--- src/rtl/pc_pkg.sv ---
// Shared op-select codes and request priority encoder for the comp16 PC unit.
package pc_pkg;

  typedef logic [2:0] op_t;

  localparam op_t OP_HOLD = 3'd0;
  localparam op_t OP_INCR = 3'd1;
  localparam op_t OP_JUMP = 3'd2;
  localparam op_t OP_CALL = 3'd3;
  localparam op_t OP_RET  = 3'd4;
  localparam op_t OP_IRQ  = 3'd5;

  // stall folds into HOLD so a stalled cycle touches no state at all
  function automatic op_t prio_enc(input logic stall, input logic irq,
                                   input logic ret, input logic call,
                                   input logic jump, input logic incr);
    op_t op;
    if (stall)     op = OP_HOLD;
    else if (irq)  op = OP_IRQ;
    else if (ret)  op = OP_RET;
    else if (call) op = OP_CALL;
    else if (jump) op = OP_JUMP;
    else if (incr) op = OP_INCR;
    else           op = OP_HOLD;
    return op;
  endfunction

endpackage

--- src/rtl/pc_stack_unit_if.sv ---
// Request/status bundle between the fetch controller and the PC unit.
interface pc_stack_unit_if #(
  parameter int WIDTH = 16
);
  logic             stall;
  logic             incr;
  logic             jump;
  logic             cond_en;
  logic [WIDTH-1:0] cond;
  logic [WIDTH-1:0] target;
  logic             call;
  logic             ret;
  logic             irq;
  logic [WIDTH-1:0] pc_out;
  logic             stack_full;
  logic             stack_empty;
  logic             err_ovf;
  logic             err_unf;

  modport master (
    output stall, incr, jump, cond_en, cond, target, call, ret, irq,
    input  pc_out, stack_full, stack_empty, err_ovf, err_unf
  );

  modport slave (
    input  stall, incr, jump, cond_en, cond, target, call, ret, irq,
    output pc_out, stack_full, stack_empty, err_ovf, err_unf
  );
endinterface

--- src/rtl/ret_stack.sv ---
// Return-address LIFO; the parent never asserts push and pop together.
module ret_stack #(
  parameter int WIDTH = 16,
  parameter int DEPTH = 8
) (
  input  logic             clk,
  input  logic             rst,
  input  logic             push,
  input  logic             pop,
  input  logic [WIDTH-1:0] din,
  output logic [WIDTH-1:0] dout,
  output logic             full,
  output logic             empty
);
  localparam int SPW = $clog2(DEPTH + 1);
  localparam int AW  = $clog2(DEPTH);

  logic [WIDTH-1:0] mem_q [DEPTH];
  logic [SPW-1:0]   sp_q, sp_d;
  logic [AW-1:0]    wr_idx, rd_idx;

  assign full   = (sp_q == SPW'(DEPTH));
  assign empty  = (sp_q == '0);
  assign wr_idx = AW'(sp_q);
  assign rd_idx = AW'(sp_q - SPW'(1));
  assign dout   = mem_q[rd_idx];

  always_comb begin
    sp_d = sp_q;
    if (push && !full)      sp_d = sp_q + SPW'(1);
    else if (pop && !empty) sp_d = sp_q - SPW'(1);
  end

  always_ff @(posedge clk) begin
    if (rst) sp_q <= '0;
    else     sp_q <= sp_d;
  end

  // contents are don't-care after reset, so the array carries no reset
  always_ff @(posedge clk) begin
    if (!rst && push && !full) mem_q[wr_idx] <= din;
  end
endmodule

--- src/rtl/pc_stack_unit.sv ---
// comp16 program counter: priority encode -> next-pc mux -> pc register, with
// a return-address stack for call/ret/irq and sticky stack error flags.
module pc_stack_unit
  import pc_pkg::*;
#(
  parameter int               WIDTH     = 16,
  parameter int               DEPTH     = 8,
  parameter logic [WIDTH-1:0] RESET_VEC = '0,
  parameter logic [WIDTH-1:0] IRQ_VEC   = WIDTH'(4)
) (
  input logic            clk,
  input logic            rst,
  pc_stack_unit_if.slave bus
);
  logic [WIDTH-1:0] pc_q, pc_d, pc_inc;
  logic             ovf_q, ovf_d, unf_q, unf_d;
  logic             push, pop;
  logic [WIDTH-1:0] push_data, top;
  logic             full, empty, taken;
  op_t              op;

  ret_stack #(.WIDTH(WIDTH), .DEPTH(DEPTH)) u_ret_stack (
    .clk   (clk),
    .rst   (rst),
    .push  (push),
    .pop   (pop),
    .din   (push_data),
    .dout  (top),
    .full  (full),
    .empty (empty)
  );

  assign pc_inc = pc_q + WIDTH'(1);
  assign taken  = !bus.cond_en || (bus.cond != '0);
  assign op     = prio_enc(bus.stall, bus.irq, bus.ret, bus.call, bus.jump, bus.incr);

  always_comb begin
    pc_d      = pc_q;
    ovf_d     = ovf_q;
    unf_d     = unf_q;
    push      = 1'b0;
    pop       = 1'b0;
    push_data = pc_inc;
    case (op)
      OP_IRQ: begin
        // the interrupted instruction has not executed yet, so save pc itself
        if (!full) begin
          push      = 1'b1;
          push_data = pc_q;
          pc_d      = IRQ_VEC;
        end else begin
          ovf_d = 1'b1;
        end
      end
      OP_RET: begin
        if (!empty) begin
          pop  = 1'b1;
          pc_d = top;
        end else begin
          unf_d = 1'b1;
          pc_d  = pc_inc;
        end
      end
      OP_CALL: begin
        if (!full) begin
          push = 1'b1;
          pc_d = bus.target;
        end else begin
          ovf_d = 1'b1;
        end
      end
      OP_JUMP: pc_d = taken ? bus.target : pc_inc;
      OP_INCR: pc_d = pc_inc;
      default: pc_d = pc_q;
    endcase
  end

  always_ff @(posedge clk) begin
    if (rst) begin
      pc_q  <= RESET_VEC;
      ovf_q <= 1'b0;
      unf_q <= 1'b0;
    end else begin
      pc_q  <= pc_d;
      ovf_q <= ovf_d;
      unf_q <= unf_d;
    end
  end

  assign bus.pc_out      = pc_q;
  assign bus.stack_full  = full;
  assign bus.stack_empty = empty;
  assign bus.err_ovf     = ovf_q;
  assign bus.err_unf     = unf_q;
endmodule

--- src/flat_wrapper.sv ---
// flat-port wrapper written by rule: the top's interface ports become plain ports
module pc_stack_unit_flat import pc_pkg::*;
#(
  parameter int               WIDTH     = 16,
  parameter int               DEPTH     = 8,
  parameter logic [WIDTH-1:0] RESET_VEC = '0,
  parameter logic [WIDTH-1:0] IRQ_VEC   = WIDTH'(4)
)
  (clk, rst, bus_stall, bus_incr, bus_jump, bus_cond_en, bus_cond, bus_target, bus_call, bus_ret, bus_irq, bus_pc_out, bus_stack_full, bus_stack_empty, bus_err_ovf, bus_err_unf);
  pc_stack_unit_if #(.WIDTH(WIDTH)) bus_i ();
  input logic clk;
  input logic rst;
  input wire logic [$bits(bus_i.stall)-1:0] bus_stall;
  input wire logic [$bits(bus_i.incr)-1:0] bus_incr;
  input wire logic [$bits(bus_i.jump)-1:0] bus_jump;
  input wire logic [$bits(bus_i.cond_en)-1:0] bus_cond_en;
  input wire logic [$bits(bus_i.cond)-1:0] bus_cond;
  input wire logic [$bits(bus_i.target)-1:0] bus_target;
  input wire logic [$bits(bus_i.call)-1:0] bus_call;
  input wire logic [$bits(bus_i.ret)-1:0] bus_ret;
  input wire logic [$bits(bus_i.irq)-1:0] bus_irq;
  output wire logic [$bits(bus_i.pc_out)-1:0] bus_pc_out;
  output wire logic [$bits(bus_i.stack_full)-1:0] bus_stack_full;
  output wire logic [$bits(bus_i.stack_empty)-1:0] bus_stack_empty;
  output wire logic [$bits(bus_i.err_ovf)-1:0] bus_err_ovf;
  output wire logic [$bits(bus_i.err_unf)-1:0] bus_err_unf;
  assign bus_i.stall = bus_stall;
  assign bus_i.incr = bus_incr;
  assign bus_i.jump = bus_jump;
  assign bus_i.cond_en = bus_cond_en;
  assign bus_i.cond = bus_cond;
  assign bus_i.target = bus_target;
  assign bus_i.call = bus_call;
  assign bus_i.ret = bus_ret;
  assign bus_i.irq = bus_irq;
  assign bus_pc_out = bus_i.pc_out;
  assign bus_stack_full = bus_i.stack_full;
  assign bus_stack_empty = bus_i.stack_empty;
  assign bus_err_ovf = bus_i.err_ovf;
  assign bus_err_unf = bus_i.err_unf;
  pc_stack_unit #(.WIDTH(WIDTH), .DEPTH(DEPTH), .RESET_VEC(RESET_VEC), .IRQ_VEC(IRQ_VEC)) u_core (.clk(clk), .rst(rst), .bus(bus_i));
endmodule
--- config.mk ---
export PLATFORM = sky130hd
export DESIGN_NAME = pc_stack_unit_flat
export DESIGN_NICKNAME = d
export VERILOG_FILES = /design/src/rtl/pc_pkg.sv /design/src/rtl/pc_stack_unit_if.sv /design/src/rtl/ret_stack.sv /design/src/rtl/pc_stack_unit.sv /design/src/flat_wrapper.sv
export SDC_FILE = /design/constraint.sdc
export NUM_CORES = 1
export LEC_CHECK = 0
export ABC_AREA = 1
export CAP_MARGIN = 20
export CORE_MARGIN = 3
export CORE_UTILIZATION = 30
export DETAILED_ROUTE_END_ITERATION = 7
export PLACE_DENSITY = 0.5
export SLEW_MARGIN = 20
export SYNTH_ARGS = -nofsm -noshare
export SYNTH_HDL_FRONTEND = slang
export SYNTH_HIERARCHICAL = 1
export SYNTH_SLANG_ARGS = --single-unit
export TNS_END_PERCENT = 10
--- constraint.sdc ---
create_clock -name clk -period 3.85 [get_ports clk]
set_input_delay 0.385 -clock clk [delete_from_list [all_inputs] [get_ports clk]]
set_output_delay 0.385 -clock clk [all_outputs]
set_load 0.02 [all_outputs]
==> metrics.cfg, run 1 <==
[yosys]
ys.flop_type = edfxtp_1
ys_seq_area_share_pct = 57.6
syn_area_per_cell_um2 = 9.46
synth_edf_count = 128
async_reset_ff_share_pct = 0
syn_inst = 787
yosysUniqueCellTypes = 38
syn_nets = 831
synth_area_mm2 = 0.00744
yosysWarnings = 6
synth-seq-cells = 150

[route]
drc = 0
ant_nets = 0
wl_per_cell_um = 16.0
vias_per_cell = 4.55
drt_pass1_iterations = 4
wl_mm = 18.9
vias = 5382
drtIter0Drc = 383

[worst_hold_path]
hp-class = register to register
min_from = u_core/bus.err_unf

[global_route]
grt_pass1_wl_mm = 29.6
antenna_found_initial = 0
grt_max_degree = 71
grt_pass1_vias = 5233
gr-total-overflow = 0
grtUsageTotal_pct = 14.5

[setup_path]
critPathMaxStageDelay_ns = 0.82
crit_path_end_kind = register
crit_start = u_core/u_ret_stack/sp_q[1]
critPathTopFamily = adder cells
crit_chain = inv_1 > ha_2 > buf_4 > o21ai_0 > o21a_1 > a21oi_1 > nor3b_1 > nor2_1 > a31oi_1
worst-path-buf-inv = 2
timing.rr.start = u_core/u_ret_stack/sp_q[1]
cp_max_fo = 37
slowest_stage = ha_2
critPathRequiredTime_ns = 4.19
start_kind = register
worstSetupPathType = register to register
worst_ep_arrival_time_ns = 3.13

[sta]
fin_crit_ns = 2.80
slew_headroom_pct = 37.1
finalHoldViolations = 0
fmax_mhz = 357
fin_skew_ns = 0.00881
setup_violations = 0
slew_viol_final = 0
fin_crit_sh_pct = 72.7
rsz0062_at_grt = no
tightest_slew_ns = 0.933
fin_tns_setup_ns = 0

[power]
power.switching_w = 0.00104
internal_power_w = 0.00300
worst_ir_drop_vdd_mv = 0.302
p_comb_share_pct = 15.3
p_leak_nw = 3.21
clkPwrFrac_pct = 40.1
power_frac_seq_pct = 44.6
power.density_mw_per_mm2 = 453
p_sw_share_pct = 25.8

[job]
maxCapViolations = 0

[floorplanning]
dieHeight_um = 164
ios = 61
dieArea_mm2 = 0.0267
core-area_mm2 = 0.0243
die_x_um = 164
start_util_pct = 30.6
row_count = 57

[cts]
cts.sinks = 150
post_cts_buffers = 0
cts_buffers = 17
clk_pin_slew_ns = 0.06
cts_resized = 0
ctsHoldBuffers = 0
cts_root_buf = clkbuf_16
clk_latency_ns = 0.42
cts_tree = built
htree_levels = 4
clockBufferDepth = 2

[place]
portBuffers = 60
gp_congestion = 0.828
dp_hpwl_mm = 12.8
place_area_mm2 = 0.00836

[status]
status = complete, no violations

[final_layout]
n_antenna_cell = 0
syn2layout_area_growth_pct = 20.0
fin_area_mm2 = 0.00893
fillers = 2439
drive_gt1_share_pct = 15.2
final_util_pct = 36.7
nNetsFinal = 893

cell families after synthesis:
kind of cell | count (synthesis) | share of synthesized area (%)
and+or+nand+nor | 371 | 22.0
AOI/OAI and AO/OA | 155 | 12.0
DFF | 150 | 57.6
buffers and inverters | 97 | 6.52
xor gates and xnor gates | 11 | 1.40
adders and majority gates | 3 | 0.504
per-stage QoR:
step | setup WS, ns | hold slack [ns] | instances | total power, W
2_1_floorplan | 0.442 | 0.454 | 787 | 0.00227
3_3_place_gp | 0.944 | 0.447 | 1154 | 0.00247
3_5_place_dp | 0.849 | 0.446 | 1154 | 0.00246
6_report | 1.05 | 0.457 | 1184 | 0.00405
4_1_cts | 1.01 | 0.459 | 1184 | 0.00409
5_1_grt | 0.791 | 0.474 | 1184 | 0.00422
cells in the final DEF, fill, tap and decap left out, types with 2 or more instances in the layout:
cell	instances
nor2_1	139
nand2_1	136
edfxtp_1	128
o21ai_0	66
clkdlybuf4s50_1	60
inv_1	41
nand2_2	33
o21ai_1	32
nand3_1	29
dfxtp_1	21
a21oi_1	19
a21oi_2	18
buf_4	18
clkbuf_16	17
o21a_1	17
clkinv_1	11
inv_2	11
nor2_2	8
xor2_1	8
nor3_1	5
nor3_2	4
bufinv_16	3
nand2_4	3
nand4_1	3
nand3_2	3
clkinv_2	2
clkinvlp_4	2
clkbuf_1	2
o21bai_1	2
or2_1	2
xnor2_1	2
inv_4	2
nand3b_1	2
ha_1	2
cells in the mapped netlist (11+ instances only):
library cell	instances	area share [%]
inv_1	41	2.1
inv_2	11	0.55
o21ai_1	30	2.0
o21ai_0	68	4.6
nand2_2	33	2.8
a21oi_2	18	2.1
edfxtp_1	128	52
nand2_1	136	6.9
nor2_1	139	7.0
a21oi_1	19	1.3
dfxtp_1	22	5.9
o21a_1	17	1.7
buf_2	11	0.74
nand3_1	29	1.9
flip-flops by register name (all words and copies together), names as in the netlist:
| register | cells |
|---|---|
| u_core/bus.pc_out | 16 |
| u_core/u_ret_stack/sp_q | 4 |
| u_core/bus.err_unf | 1 |
| u_core/u_ret_stack/mem_q | 128 |
| u_core/bus.err_ovf | 1 |
power groups by stage:
stage / Clock [W] / Combinational (W) / Sequential [W]
after global routing: 0.00172 / 0.000688 / 0.00181
after global placement: 0 / 0.000629 / 0.00184
final: 0.00162 / 0.000619 / 0.00180
after floorplan: 0 / 0.000426 / 0.00184
after CTS: 0.00166 / 0.000627 / 0.00180
after detailed placement: 0 / 0.000623 / 0.00184
final cells by class:
type	count	area [µm²]	area share (%)
sequential	150	4290	48.0
timing repair buffer	78	736	8.24
inverter	62	238	2.66
tap	324	405	4.54
clock buffer	19	433	4.85
clock inverter	11	135	1.51
multi-input combinational	540	2700	30.2
worst reg2reg max path, delay by kind of cell, from the launching register on:
kind	cells	cell delay [ns]
buffers and inverters	2	0.46
AND/OR/NAND/NOR	2	0.32
adder cells (fa/ha/maj)	1	0.82
flip-flops	1	0.40
AO/OA/AOI/OAI	4	0.73
per-layer routing:
metal	vias up	global-route usage, %	routed length (µm)
met5	-	0	0
met4	0	4.92	283
met3	16	1.90	522
met2	99	23.3	8830
met1	2511	20.3	9300
li1	2756	-	-
final timing paths:
path	to	depth (start not counted)	slack (ns)
worst max-delay path	u_core/bus.pc_out[2]	9	1.05
worst min-delay path	u_core/bus.err_unf	2	0.46
worst max register to register	u_core/bus.pc_out[2]	9	1.05
worst min register to register	u_core/bus.err_unf	2	0.46
No activity file was read; power rests on OpenSTA's default activity.
==> inputs of run 2 (changes only) <==
==> constraint.sdc (replaced) <==
create_clock -name clk -period 2.7 [get_ports clk]
set_input_delay 0.27 -clock clk [delete_from_list [all_inputs] [get_ports clk]]
set_output_delay 0.27 -clock clk [all_outputs]
set_load 0.02 [all_outputs]
==> run 2 against run 1 <==
  * Core utilization is 0.93 points higher
  * Critical path depth decreased by 4
  * Hold slack improved by 0.0019 ns
  * Power increased by 42%
  * Sequential share of layout area down 1.2 points
  * Die area unchanged
  * Clock-buffer cell count stayed put
  * Design area rose by 2.5%
  * Worst setup slack got worse by 0.85 ns
  * Sequential power up 43%
==> metrics.cfg, run 2 (synthesis results as in run 1) <==
[cts]
clockBufferDepth = 2
htree_levels = 4
ctsHoldBuffers = 0
clk_pin_slew_ns = 0.06
cts_buffers = 17
post_cts_buffers = 0
clk_latency_ns = 0.41
cts_tree = built
cts.sinks = 150
cts_root_buf = clkbuf_16
cts_resized = 0

[power]
power.density_mw_per_mm2 = 628
worst_ir_drop_vdd_mv = 0.399
p_leak_nw = 3.29

[route]
wl_mm = 18.5
drtIter0Drc = 343
ant_nets = 0
drc = 0
vias = 5430
wl_per_cell_um = 15.5
vias_per_cell = 4.55
drt_pass1_iterations = 5

[job]
maxCapViolations = 0

[final_layout]
regMostFlops = u_core/u_ret_stack/mem_q
syn2layout_area_growth_pct = 23.0
drive_gt1_share_pct = 17.1
fin_area_mm2 = 0.00916
final_cell_mix = 135 x nand2_1, 135 x nor2_1, 128 x edfxtp_1
final_util_pct = 37.6
largest_reg_flops = 128
nNetsFinal = 900
n_antenna_cell = 0

[global_route]
antenna_found_initial = 0
grt_pass1_wl_mm = 29.7
grt_pass1_vias = 5181
grt_max_degree = 71
grtUsageTotal_pct = 14.3
gr-total-overflow = 0

[sta]
fin_crit_sh_pct = 92.5
fin_skew_ns = 0.00724
fin_tns_setup_ns = 0
hold-worst-slack_ns = 0.459
fmax_mhz = 400
fin_crit_ns = 2.50
slew_headroom_pct = 29.8
setup_violations = 0
rsz0062_at_grt = no
slew_viol_final = 0
tightest_slew_ns = 1.04
finalHoldViolations = 0

[place]
portBuffers = 60
gp_congestion = 0.802
dp_hpwl_mm = 12.7
place_area_mm2 = 0.00858

[status]
status = complete, no violations

[setup_path]
start_kind = register
worstSetupPathType = register to output port
crit_path_end_kind = output port
cp_max_fo = 5
crit_start = u_core/u_ret_stack/sp_q[1]
critPathRequiredTime_ns = 2.43
worst_ep_arrival_time_ns = 2.23
timing.rr.start = u_core/u_ret_stack/sp_q[1]

[floorplanning]
ios = 61
row_count = 57
core-area_mm2 = 0.0243
start_util_pct = 30.6
die_x_um = 164
dieArea_mm2 = 0.0267
dieHeight_um = 164

[worst_hold_path]
min_from = u_core/bus.err_unf
hp-class = register to register

## run 2: critical path, cell delays in order (launching register included)
cell and delay (ns):
dfxtp_1 0.35, inv_1 0.11, ha_2 0.23, nand2_2 0.09, nor2_1 0.34, clkdlybuf4s50_1 0.69
## run 2: per-stage QoR
| stage | total power, W | instances | setup WS (ns) |
|---|---|---|---|
| 4_1_cts | 0.00582 | 1192 | 0.163 |
| 3_5_place_dp | 0.00355 | 1160 | 0.198 |
| 3_3_place_gp | 0.00356 | 1160 | 0.206 |
| 5_1_grt | 0.00602 | 1193 | 0.0617 |
| 2_1_floorplan | 0.00325 | 787 | 0.00282 |
| 6_report | 0.00575 | 1193 | 0.202 |
## run 2: where the power goes
group / switching (W) / leakage [nW] / internal, W
clock network: 0.000899 / 0.271 / 0.00135
logic: 0.000590 / 1.66 / 0.000337
registers: 0.0000214 / 1.37 / 0.00255
total: 0.00151 / 3.29 / 0.00424
## run 2: layout make-up
class	instances	area (µm²)
fill	2397	15200
sequential	150	4290
multi-input combinational	540	2760
timing repair buffer	85	898
clock buffer	19	433
tap	324	405
inverter	62	241
clock inverter	13	133
## run 2: worst paths after layout
kind	slack, ns	cells after the start	endpoint
min	0.46	2	u_core/bus.err_unf
max	0.20	5	bus_stack_empty
max reg2reg	0.30	7	u_core/u_ret_stack/mem_q[1][15]
min reg2reg	0.46	2	u_core/bus.err_unf
## run 2: per-layer routing
metal / GRT usage [%] / vias to the layer above / part of all wire (%)
li1: - / 2775 / -
met3: 2.87 / 15 / 3.9
met1: 20.7 / 2511 / 50
met4: 4.19 / 0 / 1.0
met2: 21.7 / 129 / 46
met5: 0 / - / 0
==> inputs of run 3 (changes only) <==
--- a/config.mk
+++ b/config.mk
@@ -7,7 +7,6 @@
 export LEC_CHECK = 0
 export ABC_AREA = 1
 export CAP_MARGIN = 20
-export CORE_MARGIN = 3
 export CORE_UTILIZATION = 30
 export DETAILED_ROUTE_END_ITERATION = 7
 export PLACE_DENSITY = 0.5
==> run 3 against run 2 <==
  * Sequential power about the same
  * Register-to-register slack about the same
  * Die area decreased by 4.8%
  * Hold slack about the same
  * Clock-buffer cell count decreased by 2
==> metrics.cfg, run 3 (synthesis results as in run 1) <==
[cts]
clk_pin_slew_ns = 0.06
post_cts_buffers = 0
clockBufferDepth = 2
htree_levels = 4
cts_tree = built
cts.sinks = 150
cts_root_buf = clkbuf_16
clk_latency_ns = 0.42
ctsHoldBuffers = 0
cts_resized = 0
cts_buffers = 17

[sta]
slew_viol_final = 0
finalHoldViolations = 0
hold-worst-slack_ns = 0.460
rsz0062_at_grt = no
fin_skew_ns = 0.0155
tightest_slew_ns = 1.08
fin_crit_ns = 2.42
fin_tns_setup_ns = 0
slew_headroom_pct = 27.3
setup_violations = 0
fmax_mhz = 414
fin_crit_sh_pct = 89.5

[setup_path]
worst_ep_arrival_time_ns = 2.15
rrSetupSlack_ns = 0.30
crit_path_end_kind = output port
critPathRequiredTime_ns = 2.43
start_kind = register
cp_max_fo = 5
worstSetupPathType = register to output port

[global_route]
grt_pass1_vias = 5044
gr-total-overflow = 0
grt_pass1_wl_mm = 28.6
antenna_found_initial = 0
grtUsageTotal_pct = 14.5
grt_max_degree = 71

[job]
maxCapViolations = 0

[route]
route.met2.wl_mm = 8.08
vias_per_cell = 4.50
highest_layer = met4
wl_per_cell_um = 15.1
wl_met1_mm = 9.19
wl_met3_um = 512
drtIter0Drc = 349
drt_pass1_iterations = 4
ant_nets = 0
wl_mm = 17.9
drc = 0
vias = 5354

[final_layout]
drive_gt1_share_pct = 17.0
largest_reg_flops = 128
fillers = 2447
regArea_mm2 = 0.00429
final_cell_mix = 135 x nand2_1, 134 x nor2_1, 128 x edfxtp_1
n_antenna_cell = 0
nNetsFinal = 897
multi_input_area_mm2 = 0.00276
syn2layout_area_growth_pct = 22.8
final_common_cell = nand2_1
regMostFlops = u_core/u_ret_stack/mem_q

[floorplanning]
dieHeight_um = 160
row_count = 57
die_x_um = 160
core-area_mm2 = 0.0243
start_util_pct = 30.6
ios = 61
dieArea_mm2 = 0.0254

[place]
gp_congestion = 0.823
dp_hpwl_mm = 12.5
portBuffers = 60

[power]
worst_ir_drop_vdd_mv = 0.489
power.density_mw_per_mm2 = 615
p_leak_nw = 3.27

[status]
status = complete, no violations

[worst_hold_path]
hp-class = input port to register

## run 3: cell count changes in the layout (fill, tap and decap cells not counted), moves of 2 or more
cell and change:
buf_4 -5, clkbuf_1 -2, bufinv_16 -2, inv_6 +2
buf_12 +3, clkinv_2 -2
## run 3: final timing paths
| path | cells after the start | to | startpoint |
|---|---|---|---|
| min reg2reg | 2 | u_core/bus.err_ovf | u_core/bus.err_ovf |
| max | 5 | bus_stack_empty | u_core/u_ret_stack/sp_q[1] |
| max reg2reg | 7 | u_core/u_ret_stack/mem_q[5][10] | u_core/u_ret_stack/sp_q[1] |
| min | 3 | u_core/bus.pc_out[2] | bus_target[2] |
## run 3: cell type report
cell class | instances | area share [%]
Sequential cell | 150 | 46.9
Inverter | 62 | 2.64
Timing Repair Buffer | 82 | 10.0
Clock inverter | 14 | 1.14
Clock buffer | 17 | 4.65
Tap cell | 324 | 4.44
Multi-Input combinational cell | 540 | 30.2
## run 3: per-stage QoR
stage          power [W]  utilization, %  setup WS (ns)  area [µm²]  instances
2_1_floorplan    0.00325               -        0.00282        7530        787
3_3_place_gp     0.00356            35.4          0.192        8610       1158
3_5_place_dp     0.00356            35.4          0.151        8610       1158
4_1_cts          0.00567            37.6         0.0504        9140       1189
5_1_grt          0.00586            37.6         0.0650        9140       1189
6_report         0.00562            37.6          0.283        9140       1189
## run 3: layer usage
metal / vias up / global-route usage [%]
met5: - / 0
met4: 0 / 4.06
met3: 9 / 2.79
met2: 91 / 22.2
met1: 2483 / 20.9
li1: 2771 / -
## run 3: power by group
| group | internal, W | switching, W |
|---|---|---|
| clock | 0.00118 | 0.000940 |
| sequential | 0.00255 | 0.0000234 |
| combinational | 0.000343 | 0.000587 |
## run 3: critical path, cell delays in order, from the launching register on
cell and delay (ns):
dfxtp_1 0.34, inv_1 0.10, ha_2 0.24, nand2_2 0.10, nor2_2 0.28, clkdlybuf4s50_1 0.68
